### src/rtl/mc_sequencer.sv
// Multi-cycle RV32I control sequencer: FETCH/DECODE/EXEC/MEM/WB stepping,
// memory handshakes, illegal-opcode and memory-timeout traps, retire count.
module mc_sequencer #(
  parameter int MEM_TIMEOUT = 16,
  parameter int CNT_W       = 32
) (
  input  logic             clk,
  input  logic             rst,
  input  logic [6:0]       op,
  input  logic             imem_ready,
  input  logic             dmem_ready,
  output logic             imem_req,
  output logic             ir_write,
  output logic             dmem_req,
  output logic             dmem_we,
  output logic             reg_write,
  output logic             pc_write,
  output logic             retire,
  output logic             trap,
  output logic [1:0]       trap_cause,
  output logic [2:0]       state,
  output logic [CNT_W-1:0] instret
);

  localparam int WW = $clog2(MEM_TIMEOUT + 2);

  typedef enum logic [2:0] {
    S_FETCH  = 3'd0,
    S_DECODE = 3'd1,
    S_EXEC   = 3'd2,
    S_MEM    = 3'd3,
    S_WB     = 3'd4,
    S_TRAP   = 3'd5
  } state_t;

  typedef enum logic [3:0] {
    C_NONE, C_R, C_IALU, C_LOAD, C_STORE,
    C_BRANCH, C_JAL, C_JALR, C_LUI, C_AUIPC
  } cls_t;

  state_t           state_q, state_d;
  cls_t             cls_q, cls_op;
  logic [WW-1:0]    wcnt_q;
  logic             trap_q;
  logic [1:0]       cause_q, cause_d;
  logic [CNT_W-1:0] instret_q;
  logic             to_hit;

  always_comb begin
    cls_op = C_NONE;
    case (op)
      7'b0110011: cls_op = C_R;
      7'b0010011: cls_op = C_IALU;
      7'b0000011: cls_op = C_LOAD;
      7'b0100011: cls_op = C_STORE;
      7'b1100011: cls_op = C_BRANCH;
      7'b1101111: cls_op = C_JAL;
      7'b1100111: cls_op = C_JALR;
      7'b0110111: cls_op = C_LUI;
      7'b0010111: cls_op = C_AUIPC;
      default:    cls_op = C_NONE;
    endcase
  end

  // the timeout fires on the cycle the count is observed at the limit
  assign to_hit = (MEM_TIMEOUT > 0) && (wcnt_q == WW'(MEM_TIMEOUT));

  always_comb begin
    state_d   = state_q;
    cause_d   = 2'b00;
    imem_req  = 1'b0;
    ir_write  = 1'b0;
    dmem_req  = 1'b0;
    dmem_we   = 1'b0;
    reg_write = 1'b0;
    pc_write  = 1'b0;
    unique case (state_q)
      S_FETCH: begin
        imem_req = 1'b1;
        if (imem_ready) begin
          ir_write = 1'b1;
          state_d  = S_DECODE;
        end else if (to_hit) begin
          state_d = S_TRAP;
          cause_d = 2'b10;
        end
      end
      S_DECODE: begin
        if (cls_op == C_NONE) begin
          state_d = S_TRAP;
          cause_d = 2'b01;
        end else begin
          state_d = S_EXEC;
        end
      end
      S_EXEC: begin
        case (cls_q)
          C_BRANCH: begin
            pc_write = 1'b1;
            state_d  = S_FETCH;
          end
          C_LOAD, C_STORE: state_d = S_MEM;
          default:         state_d = S_WB;
        endcase
      end
      S_MEM: begin
        dmem_req = 1'b1;
        dmem_we  = (cls_q == C_STORE);
        if (dmem_ready) begin
          if (cls_q == C_STORE) begin
            pc_write = 1'b1;
            state_d  = S_FETCH;
          end else begin
            state_d = S_WB;
          end
        end else if (to_hit) begin
          state_d = S_TRAP;
          cause_d = 2'b11;
        end
      end
      S_WB: begin
        reg_write = 1'b1;
        pc_write  = 1'b1;
        state_d   = S_FETCH;
      end
      S_TRAP:  state_d = S_TRAP;
      default: state_d = S_FETCH;
    endcase
  end

  always_ff @(posedge clk) begin
    if (rst) begin
      state_q   <= S_FETCH;
      cls_q     <= C_NONE;
      wcnt_q    <= '0;
      trap_q    <= 1'b0;
      cause_q   <= 2'b00;
      instret_q <= '0;
    end else begin
      state_q <= state_d;
      if (state_q == S_DECODE) cls_q <= cls_op;
      if (state_d != state_q)
        wcnt_q <= '0;
      else if ((state_q == S_FETCH || state_q == S_MEM) && wcnt_q != '1)
        wcnt_q <= wcnt_q + WW'(1);
      if (state_d == S_TRAP && state_q != S_TRAP) begin
        trap_q  <= 1'b1;
        cause_q <= cause_d;
      end
      if (pc_write) instret_q <= instret_q + CNT_W'(1);
    end
  end

  assign retire     = pc_write;
  assign trap       = trap_q;
  assign trap_cause = cause_q;
  assign state      = state_q;
  assign instret    = instret_q;

endmodule

### config.mk
export PLATFORM = sky130hd
export DESIGN_NAME = mc_sequencer
export DESIGN_NICKNAME = d
export VERILOG_FILES = /design/src/rtl/mc_sequencer.sv
export SDC_FILE = /design/constraint.sdc
export NUM_CORES = 1
export LEC_CHECK = 0
export BUFFER_PORTS_ARGS = -buffer_cell sky130_fd_sc_hd__buf_2
export CAP_MARGIN = 20
export CELL_PAD_IN_SITES_DETAIL_PLACEMENT = 0
export CELL_PAD_IN_SITES_GLOBAL_PLACEMENT = 1
export CORE_ASPECT_RATIO = 0.7
export CORE_MARGIN = 2
export CORE_UTILIZATION = 40
export DETAILED_ROUTE_END_ITERATION = 12
export MAX_ROUTING_LAYER = met4
export PLACE_DENSITY_LB_ADDON = 0.05
export SYNTH_ARGS = -nofsm -noshare
export SYNTH_HDL_FRONTEND = slang
export SYNTH_SLANG_ARGS = --single-unit
### constraint.sdc
create_clock -name clk -period 2.7 [get_ports clk]
set_clock_uncertainty 0.05 [all_clocks]
set_input_delay 0.54 -clock clk [delete_from_list [all_inputs] [get_ports clk]]
set_output_delay 0.54 -clock clk [all_outputs]
set_load 0.005 [all_outputs]
==> metrics.csv <==
stage,metric,value,unit
run,drv_cap,0,
clock_tree,clkSinkCount,47,
final_layout,num-fill-cells,617,
yosys,synth_top_area_share,36.8,%
floorplanning,die_area,0.00707,mm²
critical_path,arrival,2.58,ns
sta,timing.final.crit_share,88.9,%
final_layout,layout_commonest_cell,buf_2,
power_and_ir_drop,comb_power_share,16.7,%
yosys,ys_types,55,
final_layout,layout.nets,380,
power_and_ir_drop,pwr_density_cell,504,mW/mm²
yosys,synth-seq-area-share,36.8,%
critical_path,cp_slowest_cell,a2111o_1,
floorplanning,die_w,99.6,µm
critical_path,cp_top_family,compound AO/OA/AOI/OAI gates,
critical_path,r2r-start,state[2],
power_and_ir_drop,p_switching,418,µW
detailed_routing,routed_wl,6480,µm
sta,slew-limit-headroom,55.5,%
yosys,synth-seq-cells,47,
clock_tree,cts.htree.levels,2,
detailed_routing,firstDrtPassIters,4,
sta,setup_ws,0.300,ns
detailed_routing,drc_errors,0,
min_path,hold_class,reg2reg,
yosys,synth_warnings,0,
placed_design,placed_area,0.00294,mm²
sta,slew_violations,0,
sta,rsz0062_at_grt,no,
critical_path,cp-startpoint,state[2],
critical_path,critPathRequiredTime,2.88,ns
final_layout,instances_no_fill,444,
sta,fmax,417,MHz
status,status,finished clean,
detailed_routing,drt_iter0_markers,120,
yosys,netlist_instances,309,
detailed_routing,vias,2447,
clock_tree,cts_buffers,5,
clock_tree,post_cts_resized,0,
clock_tree,cts_setup_buffers,0,
floorplanning,die-height,70.9,µm
floorplanning,initial_core_util,41.2,%
placed_design,hpwlAfterDp,4810,µm
sta,worst_hold_slack,0.403,ns
critical_path,worst-path-buf-inv,0,
sta,period_needed,2.40,ns
power_and_ir_drop,leakagePower,0.00116,µW
critical_path,worstSetupEndpointType,flip-flop,
final_layout,syn_to_final_growth,19.6,%
detailed_routing,post_drt_wl_per_cell,14.6,µm
yosys,synthesis.nets,324,
floorplanning,core_area,0.00622,mm²
grt,grt_start_max_net_pins,36,
yosys,synth_ff_type,dfxtp_1,
critical_path,worstPathMaxFanout,13,
min_path,min_from,trap_cause[1],
placed_design,gp_congestion,0.838,
final_layout,final_cell_mix,"buf_2, dfxtp_1, a21oi_1",
sta,setup_viol_count_final,0,
yosys,yosysTopAreaCell,dfxtp_1,
yosys,synthTopCellsByArea,"dfxtp_1, a21oi_1, o21ai_0, or3_1, xnor2_1",
floorplanning,rows,24,
detailed_routing,ant_nets,0,
clock_tree,root_buffer,clkbuf_8,
power_and_ir_drop,internal_power,1130,µW
power_and_ir_drop,p_clk_share,35.2,%
clock_tree,clk_latency,0.29,ns
clock_tree,clk_path_buf_depth,2,
placed_design,place_ws,0.100,ns
yosys,synth_area,0.00256,mm²
placed_design,io_buffer_count,55,
clock_tree,ctsHoldBuffers,0,
final_layout,stdcell_area,0.00306,mm²
clock_tree,clk_pin_slew_worst_paths,0.09,ns
critical_path,cp_slowest_stage_delay,0.60,ns
detailed_routing,viasPerCell,5.51,
floorplanning,ios,56,
grt,antenna_found_initial,0,
grt,grt_pass1_wl,11000,µm
grt,gr-total-overflow,0,
sta,worst_slew_pin_slew,0.658,ns
final_layout,antennaDiodeCount,0,
grt,grtUsageTotal,19.6,%
placed_design,dp.cells,436,
sta,hold_viol_final,0,
critical_path,crit_type,reg2reg,
power_and_ir_drop,seqPwrFrac,48.1,%
power_and_ir_drop,ir_worst_vdd,0.203,mV
sta,fin_tns_setup,0,ns
power_and_ir_drop,switching_share,27.1,%
clock_tree,cts_tree,built,
grt,grt_pass1_vias,2240,
final_layout,drive_above_1_share,21.9,%
critical_path,startpoint_type,flip-flop,
yosys,avgSynthCellArea,8.28,µm²
yosys,synth-edff-count,0,
critical_path,crit_chain,nand2b_4 > a2111o_1 > a2111o_1 > or4_1 > a21oi_1,
critical_path,crit_top_cell,a2111o_1,
yosys,async_flop_share,0,%
-- path summary, 6_finish.rpt --
check	to	slack [ns]	depth (start not counted)
setup / recovery	instret[21]	0.30	5
hold / removal	trap_cause[1]	0.40	2
hold reg to reg	trap_cause[1]	0.40	2
setup reg to reg	instret[21]	0.30	5
-- power by group through the flow --
| stage | combinational, µW | sequential, µW | clock [µW] |
|---|---|---|---|
| 4_1_cts | 259 | 741 | 556 |
| 5_1_grt | 289 | 747 | 579 |
| 6_report | 258 | 742 | 543 |
| 2_1_floorplan | 169 | 751 | 0 |
| 3_5_place_dp | 258 | 757 | 0 |
| 3_3_place_gp | 257 | 757 | 0 |
-- through the flow --
stage / util (%) / power, µW
final: 49.2 / 1540
after global routing: 49.2 / 1610
after CTS: 49.2 / 1560
after detailed placement: 47.3 / 1020
after global placement: 47.3 / 1010
after floorplan: - / 920
-- layout make-up --
type                    instances  area (µm²)  area share (%)
clock buffers                   6        82.6            2.70
clock inverters                 2        35.0            1.14
inverters                      13        48.8            1.59
flip-flops and latches         47         941            30.7
multi-input cells             232        1500            48.9
well taps                      78        97.6            3.19
repair buffers                 66         358            11.7
-- worst min-delay path, stage by stage, from the launching register on --
cell and delay (ns):
dfxtp_1 0.32, inv_1 0.05, a21oi_1 0.05
-- registers in the layout (all words and copies together) (netlist names) --
name / count
instret: 32
wcnt_q: 5
cls_q: 4
state: 3
trap_cause: 2
trap: 1
-- routing by layer --
metal | track usage (%) | up-vias | part of all wire [%]
met4 | 4.11 | 0 | 0.82
li1 | - | 1274 | -
met3 | 3.46 | 4 | 4.1
met2 | 26.9 | 45 | 39
met5 | - | - | 0
met1 | 29.9 | 1124 | 56
-- Yosys cell counts, types with 5 or more instances --
master	number
nand2b_1	8
o21ai_0	19
a211oi_1	5
xor2_1	5
nor3_1	6
or3_1	14
clkbuf_1	10
and4_1	5
nand4_1	8
nor4_1	6
xnor2_1	10
nor2_1	18
a21oi_1	26
o31ai_1	6
inv_1	12
nand3_1	13
dfxtp_1	47
nand2_1	18
or4_1	8
-- cells by family (layout without fill, tap and decap cells) --
group	count (synthesis)	count (layout)	share of synthesized area [%]
AO/OA/AOI/OAI	87	87	22.6
multiplexers	3	3	1.17
buffers and inverters	30	87	4.74
AND/OR/NAND/NOR	123	123	27.6
adder cells (fa/ha/maj)	4	4	1.96
flip-flops	47	47	36.8
XOR/XNOR	15	15	5.13
(Power assumes the default switching activity.)
